<file path="src/rtl/posicao_pkg.sv">
// +---------------------------------------------------------------------------+
// | posicao_pkg : shared types and step helper for the sprite positioner.     |
// | Rev 1.0                                                                   |
// +---------------------------------------------------------------------------+
`default_nettype none

package posicao_pkg;

  typedef enum logic [1:0] {
    IDLE   = 2'd0,
    HOLD   = 2'd1,
    REPEAT = 2'd2
  } estado_e;

  typedef enum logic [1:0] {
    DIR_NONE  = 2'd0,
    DIR_LEFT  = 2'd1,
    DIR_RIGHT = 2'd2
  } dir_e;

  // One step in the given direction; saturates at the ends unless wrap is set.
  function automatic int passo(input int pos, input dir_e dir, input int pos_max,
                               input bit wrap);
    int r;
    r = pos;
    case (dir)
      DIR_LEFT: begin
        if (pos > 0)   r = pos - 1;
        else if (wrap) r = pos_max;
      end
      DIR_RIGHT: begin
        if (pos < pos_max) r = pos + 1;
        else if (wrap)     r = 0;
      end
      default: r = pos;
    endcase
    return r;
  endfunction

endpackage

`default_nettype wire

</file>
<file path="src/rtl/posicao_sprite_if.sv">
// +---------------------------------------------------------------------------+
// | posicao_sprite_if : pattern/button/load inputs and row/position outputs.  |
// | Rev 1.0                                                                   |
// +---------------------------------------------------------------------------+
`default_nettype none

interface posicao_sprite_if #(
  parameter int ROW_W = 10,
  parameter int PAT_W = 6
);
  localparam int POS_W = $clog2(ROW_W);

  logic [PAT_W-1:0] pattern_i;
  logic             mv_left_i;
  logic             mv_right_i;
  logic             load_pos_i;
  logic [POS_W-1:0] load_val_i;
  logic [ROW_W-1:0] row_o;
  logic [POS_W-1:0] pos_o;
  logic             at_left_o;
  logic             at_right_o;
  logic             moved_o;

  modport master (
    output pattern_i, mv_left_i, mv_right_i, load_pos_i, load_val_i,
    input  row_o, pos_o, at_left_o, at_right_o, moved_o
  );

  modport slave (
    input  pattern_i, mv_left_i, mv_right_i, load_pos_i, load_val_i,
    output row_o, pos_o, at_left_o, at_right_o, moved_o
  );

endinterface

`default_nettype wire

</file>
<file path="src/rtl/posicao_sprite_tecla_repeticao.sv">
// +---------------------------------------------------------------------------+
// | tecla_repeticao : hold-to-repeat FSM turning a button direction into steps.|
// | Rev 1.0                                                                   |
// +---------------------------------------------------------------------------+
`default_nettype none

module tecla_repeticao
  import posicao_pkg::*;
#(
  parameter int HOLD_CYC   = 4,
  parameter int REPEAT_CYC = 2
) (
  input  wire  clk,
  input  wire  rst_n,
  input  dir_e dir_i,
  input  logic clear_i,
  output logic step_o,
  output dir_e step_dir_o
);

  localparam int CNT_MAX = (HOLD_CYC > REPEAT_CYC) ? HOLD_CYC : REPEAT_CYC;
  localparam int CNT_W   = (CNT_MAX > 1) ? $clog2(CNT_MAX) : 1;

  estado_e          state_q, state_d;
  logic [CNT_W-1:0] cnt_q, cnt_d;
  dir_e             dir_q, dir_d;

  always_ff @(posedge clk or negedge rst_n) begin
    if (!rst_n) begin
      state_q <= IDLE;
      cnt_q   <= '0;
      dir_q   <= DIR_NONE;
    end else begin
      state_q <= state_d;
      cnt_q   <= cnt_d;
      dir_q   <= dir_d;
    end
  end

  always_comb begin
    state_d    = state_q;
    cnt_d      = cnt_q;
    dir_d      = dir_q;
    step_o     = 1'b0;
    step_dir_o = dir_i;
    case (state_q)
      IDLE: begin
        if (dir_i != DIR_NONE) begin
          step_o  = 1'b1;
          cnt_d   = CNT_W'(HOLD_CYC - 1);
          dir_d   = dir_i;
          state_d = HOLD;
        end
      end
      HOLD, REPEAT: begin
        // Releasing or switching direction always restarts from IDLE without a step.
        if (dir_i != dir_q) begin
          state_d = IDLE;
        end else if (cnt_q == '0) begin
          step_o  = 1'b1;
          cnt_d   = CNT_W'(REPEAT_CYC - 1);
          state_d = REPEAT;
        end else begin
          cnt_d = cnt_q - 1'b1;
        end
      end
      default: state_d = IDLE;
    endcase
    if (clear_i) begin
      step_o  = 1'b0;
      state_d = IDLE;
    end
  end

endmodule

`default_nettype wire

</file>
<file path="src/rtl/posicao_sprite.sv">
// +---------------------------------------------------------------------------+
// | posicao_sprite : places a pattern in a display row at a button-driven pos.|
// | Optional POSICAO_WRAP_EN: circular positions/placement. Rev 1.0           |
// +---------------------------------------------------------------------------+
`default_nettype none

module posicao_sprite
  import posicao_pkg::*;
#(
  parameter int ROW_W      = 10,
  parameter int PAT_W      = 6,
  parameter int INIT_POS   = 2,
  parameter int HOLD_CYC   = 4,
  parameter int REPEAT_CYC = 2
) (
  input wire clk,
  input wire rst_n,
  posicao_sprite_if.slave bus
);

  localparam int POS_W = $clog2(ROW_W);
`ifdef POSICAO_WRAP_EN
  localparam int POS_MAX = ROW_W - 1;
  localparam bit WRAP    = 1'b1;
`else
  localparam int POS_MAX = ROW_W - PAT_W;
  localparam bit WRAP    = 1'b0;
`endif

  logic [POS_W-1:0] pos_q, pos_d;
  logic [ROW_W-1:0] row_q, row_d;
  logic             moved_q, moved_d;
  dir_e             w_dir;
  dir_e             w_step_dir;
  logic             w_step;
  logic [POS_W-1:0] w_pos_step;
  logic [ROW_W-1:0] w_pat_ext;

  always_comb begin
    w_dir = DIR_NONE;
    if (bus.mv_left_i && !bus.mv_right_i)      w_dir = DIR_LEFT;
    else if (bus.mv_right_i && !bus.mv_left_i) w_dir = DIR_RIGHT;
  end

  tecla_repeticao #(
    .HOLD_CYC   (HOLD_CYC),
    .REPEAT_CYC (REPEAT_CYC)
  ) u_tecla (
    .clk        (clk),
    .rst_n      (rst_n),
    .dir_i      (w_dir),
    .clear_i    (bus.load_pos_i),
    .step_o     (w_step),
    .step_dir_o (w_step_dir)
  );

  assign w_pos_step = POS_W'(passo(int'(pos_q), w_step_dir, POS_MAX, WRAP));

  always_comb begin
    pos_d   = pos_q;
    moved_d = 1'b0;
    if (bus.load_pos_i) begin
      pos_d = (bus.load_val_i > POS_W'(POS_MAX)) ? POS_W'(POS_MAX) : bus.load_val_i;
    end else if (w_step) begin
      pos_d   = w_pos_step;
      moved_d = (w_pos_step != pos_q);
    end
  end

  assign w_pat_ext = ROW_W'(bus.pattern_i);

  always_comb begin
`ifdef POSICAO_WRAP_EN
    // Rotate left by pos; a zero shift makes the right-shift term vanish.
    row_d = (w_pat_ext << pos_q) |
            (w_pat_ext >> ((POS_W+1)'(ROW_W) - {1'b0, pos_q}));
`else
    row_d = w_pat_ext << pos_q;
`endif
  end

  always_ff @(posedge clk or negedge rst_n) begin
    if (!rst_n) begin
      pos_q   <= POS_W'(INIT_POS);
      row_q   <= '0;
      moved_q <= 1'b0;
    end else begin
      pos_q   <= pos_d;
      row_q   <= row_d;
      moved_q <= moved_d;
    end
  end

  assign bus.row_o      = row_q;
  assign bus.pos_o      = pos_q;
  assign bus.moved_o    = moved_q;
  assign bus.at_left_o  = (pos_q == '0);
  assign bus.at_right_o = (pos_q == POS_W'(POS_MAX));

endmodule

`default_nettype wire
</file>
<file path="src/flat_wrapper.sv">
// flat-port wrapper written by rule: the top's interface ports become plain ports
module posicao_sprite_flat import posicao_pkg::*;
#(
  parameter int ROW_W      = 10,
  parameter int PAT_W      = 6,
  parameter int INIT_POS   = 2,
  parameter int HOLD_CYC   = 4,
  parameter int REPEAT_CYC = 2
)
  (clk, rst_n, bus_pattern_i, bus_mv_left_i, bus_mv_right_i, bus_load_pos_i, bus_load_val_i, bus_row_o, bus_pos_o, bus_at_left_o, bus_at_right_o, bus_moved_o);
  posicao_sprite_if #(.ROW_W(ROW_W), .PAT_W(PAT_W)) bus_i ();
  input wire clk;
  input wire rst_n;
  input wire logic [$bits(bus_i.pattern_i)-1:0] bus_pattern_i;
  input wire logic [$bits(bus_i.mv_left_i)-1:0] bus_mv_left_i;
  input wire logic [$bits(bus_i.mv_right_i)-1:0] bus_mv_right_i;
  input wire logic [$bits(bus_i.load_pos_i)-1:0] bus_load_pos_i;
  input wire logic [$bits(bus_i.load_val_i)-1:0] bus_load_val_i;
  output wire logic [$bits(bus_i.row_o)-1:0] bus_row_o;
  output wire logic [$bits(bus_i.pos_o)-1:0] bus_pos_o;
  output wire logic [$bits(bus_i.at_left_o)-1:0] bus_at_left_o;
  output wire logic [$bits(bus_i.at_right_o)-1:0] bus_at_right_o;
  output wire logic [$bits(bus_i.moved_o)-1:0] bus_moved_o;
  assign bus_i.pattern_i = bus_pattern_i;
  assign bus_i.mv_left_i = bus_mv_left_i;
  assign bus_i.mv_right_i = bus_mv_right_i;
  assign bus_i.load_pos_i = bus_load_pos_i;
  assign bus_i.load_val_i = bus_load_val_i;
  assign bus_row_o = bus_i.row_o;
  assign bus_pos_o = bus_i.pos_o;
  assign bus_at_left_o = bus_i.at_left_o;
  assign bus_at_right_o = bus_i.at_right_o;
  assign bus_moved_o = bus_i.moved_o;
  posicao_sprite #(.ROW_W(ROW_W), .PAT_W(PAT_W), .INIT_POS(INIT_POS), .HOLD_CYC(HOLD_CYC), .REPEAT_CYC(REPEAT_CYC)) u_core (.clk(clk), .rst_n(rst_n), .bus(bus_i));
endmodule
</file>
<file path="config.mk">
export PLATFORM = sky130hd
export DESIGN_NAME = posicao_sprite_flat
export DESIGN_NICKNAME = d
export VERILOG_FILES = /design/src/rtl/posicao_pkg.sv /design/src/rtl/posicao_sprite_if.sv /design/src/rtl/posicao_sprite_tecla_repeticao.sv /design/src/rtl/posicao_sprite.sv /design/src/flat_wrapper.sv
export SDC_FILE = /design/constraint.sdc
export NUM_CORES = 1
export LEC_CHECK = 0
export ABC_AREA = 1
export CELL_PAD_IN_SITES_DETAIL_PLACEMENT = 1
export CELL_PAD_IN_SITES_GLOBAL_PLACEMENT = 1
export CORE_UTILIZATION = 39
export CTS_CLUSTER_DIAMETER = 60
export DETAILED_ROUTE_END_ITERATION = 6
export PLACE_DENSITY = 0.92
export SLEW_MARGIN = 20
export SYNTH_ARGS = -nofsm -noshare
export SYNTH_HDL_FRONTEND = slang
export SYNTH_SLANG_ARGS = --single-unit
</file>
<file path="constraint.sdc">
create_clock -name clk -period 2.5 [get_ports clk]
set_clock_uncertainty 0.05 [all_clocks]
set_input_delay 0.5 -clock clk [delete_from_list [all_inputs] [get_ports clk]]
set_output_delay 0.5 -clock clk [all_outputs]
set_load 0.02 [all_outputs]
</file>
# [Word level (Yosys, flattened, before mapping)]
# Cells that the tools add are included.
[totals] regBits=21 latch_bits=0 ram_bits=0 rom_bits=0 in_bits=15 out_inout_bits=17 elab_cells=62 memories=0
[op_classes] n_addsub=3 mul=0 div=0 order_cmp=3 n_eq_ne=11 shifts=1 muxes=24 n_bitwise=0 reduce_logical=14
[ops] cell="2-to-1 mux 4 bit" count=5
[ops] cell="2-to-1 mux 2 bit" count=9
[ops] cell="left shift 6 x 4 -> 10 bit" count=1
[ops] cell="case mux 2 bit (2 select lines)" count=2
[ops] cell="case mux 4 bit (2 select lines)" count=1
[ops] cell="2-to-1 mux 1 bit" count=6
[ops] cell="nonzero test 2 bit" count=3
[ops] cell="adder 4 x 1 -> 4 bit, second input constant" count=1
[ops] cell="== test 2 x 1 -> 1 bit, second input constant" count=2
[ops] cell="== test 2 bit, second input constant" count=2
[ops] cell="== test 4 x 3 -> 1 bit, second input constant" count=1
[ops] cell="greater-than comparator 4 x 1 -> 1 bit, second input constant" count=1
[ops] cell="greater-than comparator 4 x 3 -> 1 bit, second input constant" count=1
[ops] cell="logical NOT 2 bit" count=2
[ops] cell="logical NOT 4 bit" count=1
[ops] cell="less-than comparator 4 x 3 -> 1 bit, second input constant" count=1
[ops] cell="inequality test 2 bit, second input constant" count=2
[ops] cell="inequality test 4 bit" count=1
[ops] cell="inequality test 4 bit, second input constant" count=1
[ops] cell="AND reduction 2 bit" count=2
[ops] cell="subtractor 4 x 1 -> 4 bit, second input constant" count=1
[ops] cell="inequality test 3 bit, second input constant" count=1
[ops] cell="AND reduction 3 bit" count=1
[ops] cell="logical AND 1 bit" count=2
[ops] cell="5 further kinds" count=6

# [Longest topological paths before layout]
[logic_depth] depth_word=10 ltp_mapped=13 mapped_depth_nobuf=12

# [Modules after synthesis]
# Synthesis repeated with hierarchy kept, for this count alone.
[unflattened] cells_unflattened=226 area_unflattened_um2=1515.2
[by_module_without_submodules] mod="posicao_sprite" instances=1 cells_each=155 area_per_inst_um2=1054.8 seq_area_each_um2=376.6
[by_module_without_submodules] mod="tecla_repeticao" instances=1 cells_each=71 area_per_inst_um2=460.4 seq_area_each_um2=150.1

# [Worst setup path after synthesis]
# No wires, ideal clock.
[synth_timing] path_type="register to output" from="register u_core.pos_q[0], in the netlist u_core.bus.pos_o[0]" to="output bus_at_right_o" arrival_time_ns=1.363 t_required_ns=1.950 setup_slack_ns=0.587 path_stages_with_launch=6 n_path_buf=1 path_cell_list="dfrtp_1 > inv_2 > buf_2 > ha_1 > inv_1 > nor2_1"
[synth_between] elab_chain_cells=1
[synth_lines] item="start: declaration" line_no="posicao_sprite.sv:30" source="logic [POS_W-1:0] pos_q, pos_d;"
[synth_lines] item="start signal: assignment" line_no="posicao_sprite.sv:84" source="pos_q <= POS_W'(INIT_POS);"
[synth_lines] item="start signal: assignment" line_no="posicao_sprite.sv:88" source="pos_q <= pos_d;"
[synth_lines] item="== test 4 x 3 -> 1 bit" line_no="posicao_sprite.sv:98" source="assign bus.at_right_o = (pos_q == POS_W'(POS_MAX));"
[synth_lines] item="end: declaration" line_no="flat_wrapper.sv:22" source="output wire logic [$bits(bus_i.at_right_o)-1:0] bus_at_right_o;"
# Every way passes these cells.

# [Worst setup path after layout]
[layout_timing] from="register u_core.pos_q[1], in the netlist u_core.bus.pos_o[1]" to="output bus_at_left_o"
[layout_between] elab_chain_cells=1
[layout_lines] item="logical NOT 4 bit" line_no="posicao_sprite.sv:97" source="assign bus.at_left_o = (pos_q == '0);"
[layout_lines] item="end: declaration" line_no="flat_wrapper.sv:21" source="output wire logic [$bits(bus_i.at_left_o)-1:0] bus_at_left_o;"
# Every way passes these cells.

==> results.cfg <==
[run_status]
status = complete, no violations

[synthesis]
synth_cell_types = 29
synth_edf_count = 0
avgSynthCellArea_um2 = 7.42
synth_top_area_cell = dfrtp_1
synthArstFlopShare = 1.00
yosysSeqAreaShare = 0.360
syn_area_mm2 = 0.00146
synth_top_area_share = 0.342
synth_area_leaders = dfrtp_1 34%, nand2_1 14%, nand3_1 9.6%
synthFlopType = dfrtp_1
synthesis.instances = 197
ys_seq_elements = 21
yosysWarnings = 0
syn_nets = 220

[detailed_routing]
wire_per_inst_um = 14.4
num_vias = 1463
drc_errors = 0
drt-pass1-iter-count = 4
drtIter0Drc = 79
ant_nets = 0
via_per_inst = 5.24
totalWireLength_mm = 4.01

[placement]
dp_hpwl_mm = 3.17
gp_congestion = 0.859
dpl_cell_area_mm2 = 0.00184
port_buffers = 31
place_inst = 275
dp_slack_ps = 37.2

[hold_path]
hp-start = u_core.u_tecla.cnt_q[1]
min_delay_path_depth = 2
whs_endpoint = u_core.u_tecla.cnt_q[1]
hp-class = reg -> reg

[final_layout]
fill_cells = 449
area_growth_pct = 29.8
final-seq-area_um2 = 528
antennaDiodeCount = 0
stdcell_area_mm2 = 0.00190
final_cells = 279
drive_gt1_frac = 0.142
multiInputGateArea_um2 = 822
nets = 257
final_util = 0.547

[cts]
clock_path_buffers = 2
holdBufCountCts = 0
clk_pin_slew_ps = 90
cts-root-buf = clkbuf_8
cts_resized = 0
tritoncts = done
clk_latency_ps = 270
cts.sinks = 21
cts_made_buffers = 3
post_cts_buffers = 0
cts_max_level = 1

[timing]
rsz0062_at_grt = no
hold_viol = 0
tightest_slew_ps = 360
post-route-period-util = 0.928
finalSetupViolations = 0
clock.fmax_ghz = 0.431
setup-tns-final_ps = 0
whs_ps = 442
setup_slack_ps = 179
relSlewSlack = 0.757
drv_slew = 0
period_needed_ps = 2320

[global_routing]
grt_pass1_vias = 1505
grt_pass1_wl_mm = 6.90
grt_max_degree = 22
antenna_found_initial = 0
gr-usage-all-layers = 0.221
overflow = 0

[critical_path]
crit_chain = inv_2 > ha_2 > nand2_4 > inv_1 > clkdlybuf4s50_1
cp_data_required_time_ps = 1950
start_kind = flip-flop
crit_path_top_delay_cell = clkdlybuf4s50_1
worstSetupPathType = reg -> out
r2r_cells = 12
critical_path_buf_inv_count = 3
setup.worst_path.end_class = output port
critical_path.max_fanout = 9
crit_family = buffers and inverters
rr_endpoint = u_core.bus.moved_o
crit_path_max_incr_delay_ps = 590
r2r_slack_ps = 790
r2r_start = u_core.bus.pos_o[1]
crit_arrival_ps = 1770

[floorplan]
io_pins = 32
initial_core_util = 0.421
rows = 21
coreArea_mm2 = 0.00347
die_h_um = 63.2
die_area_mm2 = 0.00400
die_x_um = 63.2

[power]
totalPowerFinal_mw = 1.77
p_leak_nw = 0.924
p_per_area_mw_per_mm2 = 935
peakVddDrop_mv = 0.345

[flow_run]
maxCapViolCount = 0
-- how the worst max path moves through the flow --
stage	startpoint	endpoint	depth (start not counted)
2_1_floorplan	u_core.bus.pos_o[0]	bus_at_right_o	5
3_3_place_gp	bus_mv_right_i	u_core.bus.moved_o	11
3_5_place_dp	bus_mv_right_i	u_core.bus.moved_o	11
4_1_cts	u_core.bus.pos_o[1]	bus_at_right_o	5
5_1_grt	bus_mv_right_i	u_core.bus.moved_o	11
6_report	u_core.bus.pos_o[1]	bus_at_left_o	5
-- state kept, by name, indices dropped and copies added (netlist names) --
| name | flops |
|---|---|
| u_core.u_tecla.cnt_q | 2 |
| u_core.bus.pos_o | 4 |
| u_core.bus.moved_o | 1 |
| u_core.u_tecla.dir_q | 2 |
| u_core.u_tecla.state_q | 2 |
| u_core.bus.row_o | 10 |
-- power breakdown --
group          switching (mW)  internal (mW)
logic                   0.608          0.405
registers              0.0684          0.454
clock network           0.126          0.113
-- synth_stat cells (3+ instances only) --
library cell	n
o22ai_1	3
inv_1	18
nand3_1	28
nand4_1	7
ha_1	8
nand2_1	53
dfrtp_1	20
o21ai_0	9
nand2_2	5
nor2_1	16
inv_2	5
o21ai_1	5
-- worst register-to-register path, cell delays in order, from the launching register on --
cell     delay (ps)
dfstp_2         540
inv_2            80
ha_2            220
inv_1           100
nand2_1          60
nand2_1          70
nand2_1          70
nand3_1          70
nand2_1          50
nor2_1           90
nand2_1          60
nor2_1           80
nor2_1           50
-- kinds of logic after synthesis --
| logic type | share of synthesized area |
|---|---|
| flip-flops | 0.360 |
| adder cells (fa/ha/maj) | 0.0685 |
| AO/OA/AOI/OAI | 0.0976 |
| multiplexers | 0.00685 |
| buffers and inverters | 0.0788 |
| XOR/XNOR | 0.0188 |
| AND/OR/NAND/NOR | 0.369 |
-- cell usage in the layout (no fill, tap or decap), drive strengths merged, types with 5 or more instances in the layout --
master and n:
clkdlybuf4s50 30, buf 5, nand2 60, inv 23, nand4 8, ha 8, dfrtp 20, nand3 29
o21ai 15, nor2 17
-- per-layer routing --
metal | wire length [um] | vias to the layer above | global-route usage | part of all wire
li1 | - | 723 | - | -
met1 | 1700 | 686 | 0.257 | 0.42
met2 | 2050 | 44 | 0.405 | 0.51
met3 | 151 | 10 | 0.0254 | 0.038
met4 | 104 | 0 | 0.0966 | 0.026
met5 | 0 | - | 0 | 0
-- layout make-up --
cell class                      instances  share of cell area
Timing Repair Buffer                   36               0.185
Multi-Input combinational cell        148               0.433
Sequential cell                        21               0.278
Clock inverter                          1             0.00396
Tap cell                               46              0.0303
Inverter                               24              0.0475
Clock buffer                            3              0.0218
Power figures use the tool's default switching activity.
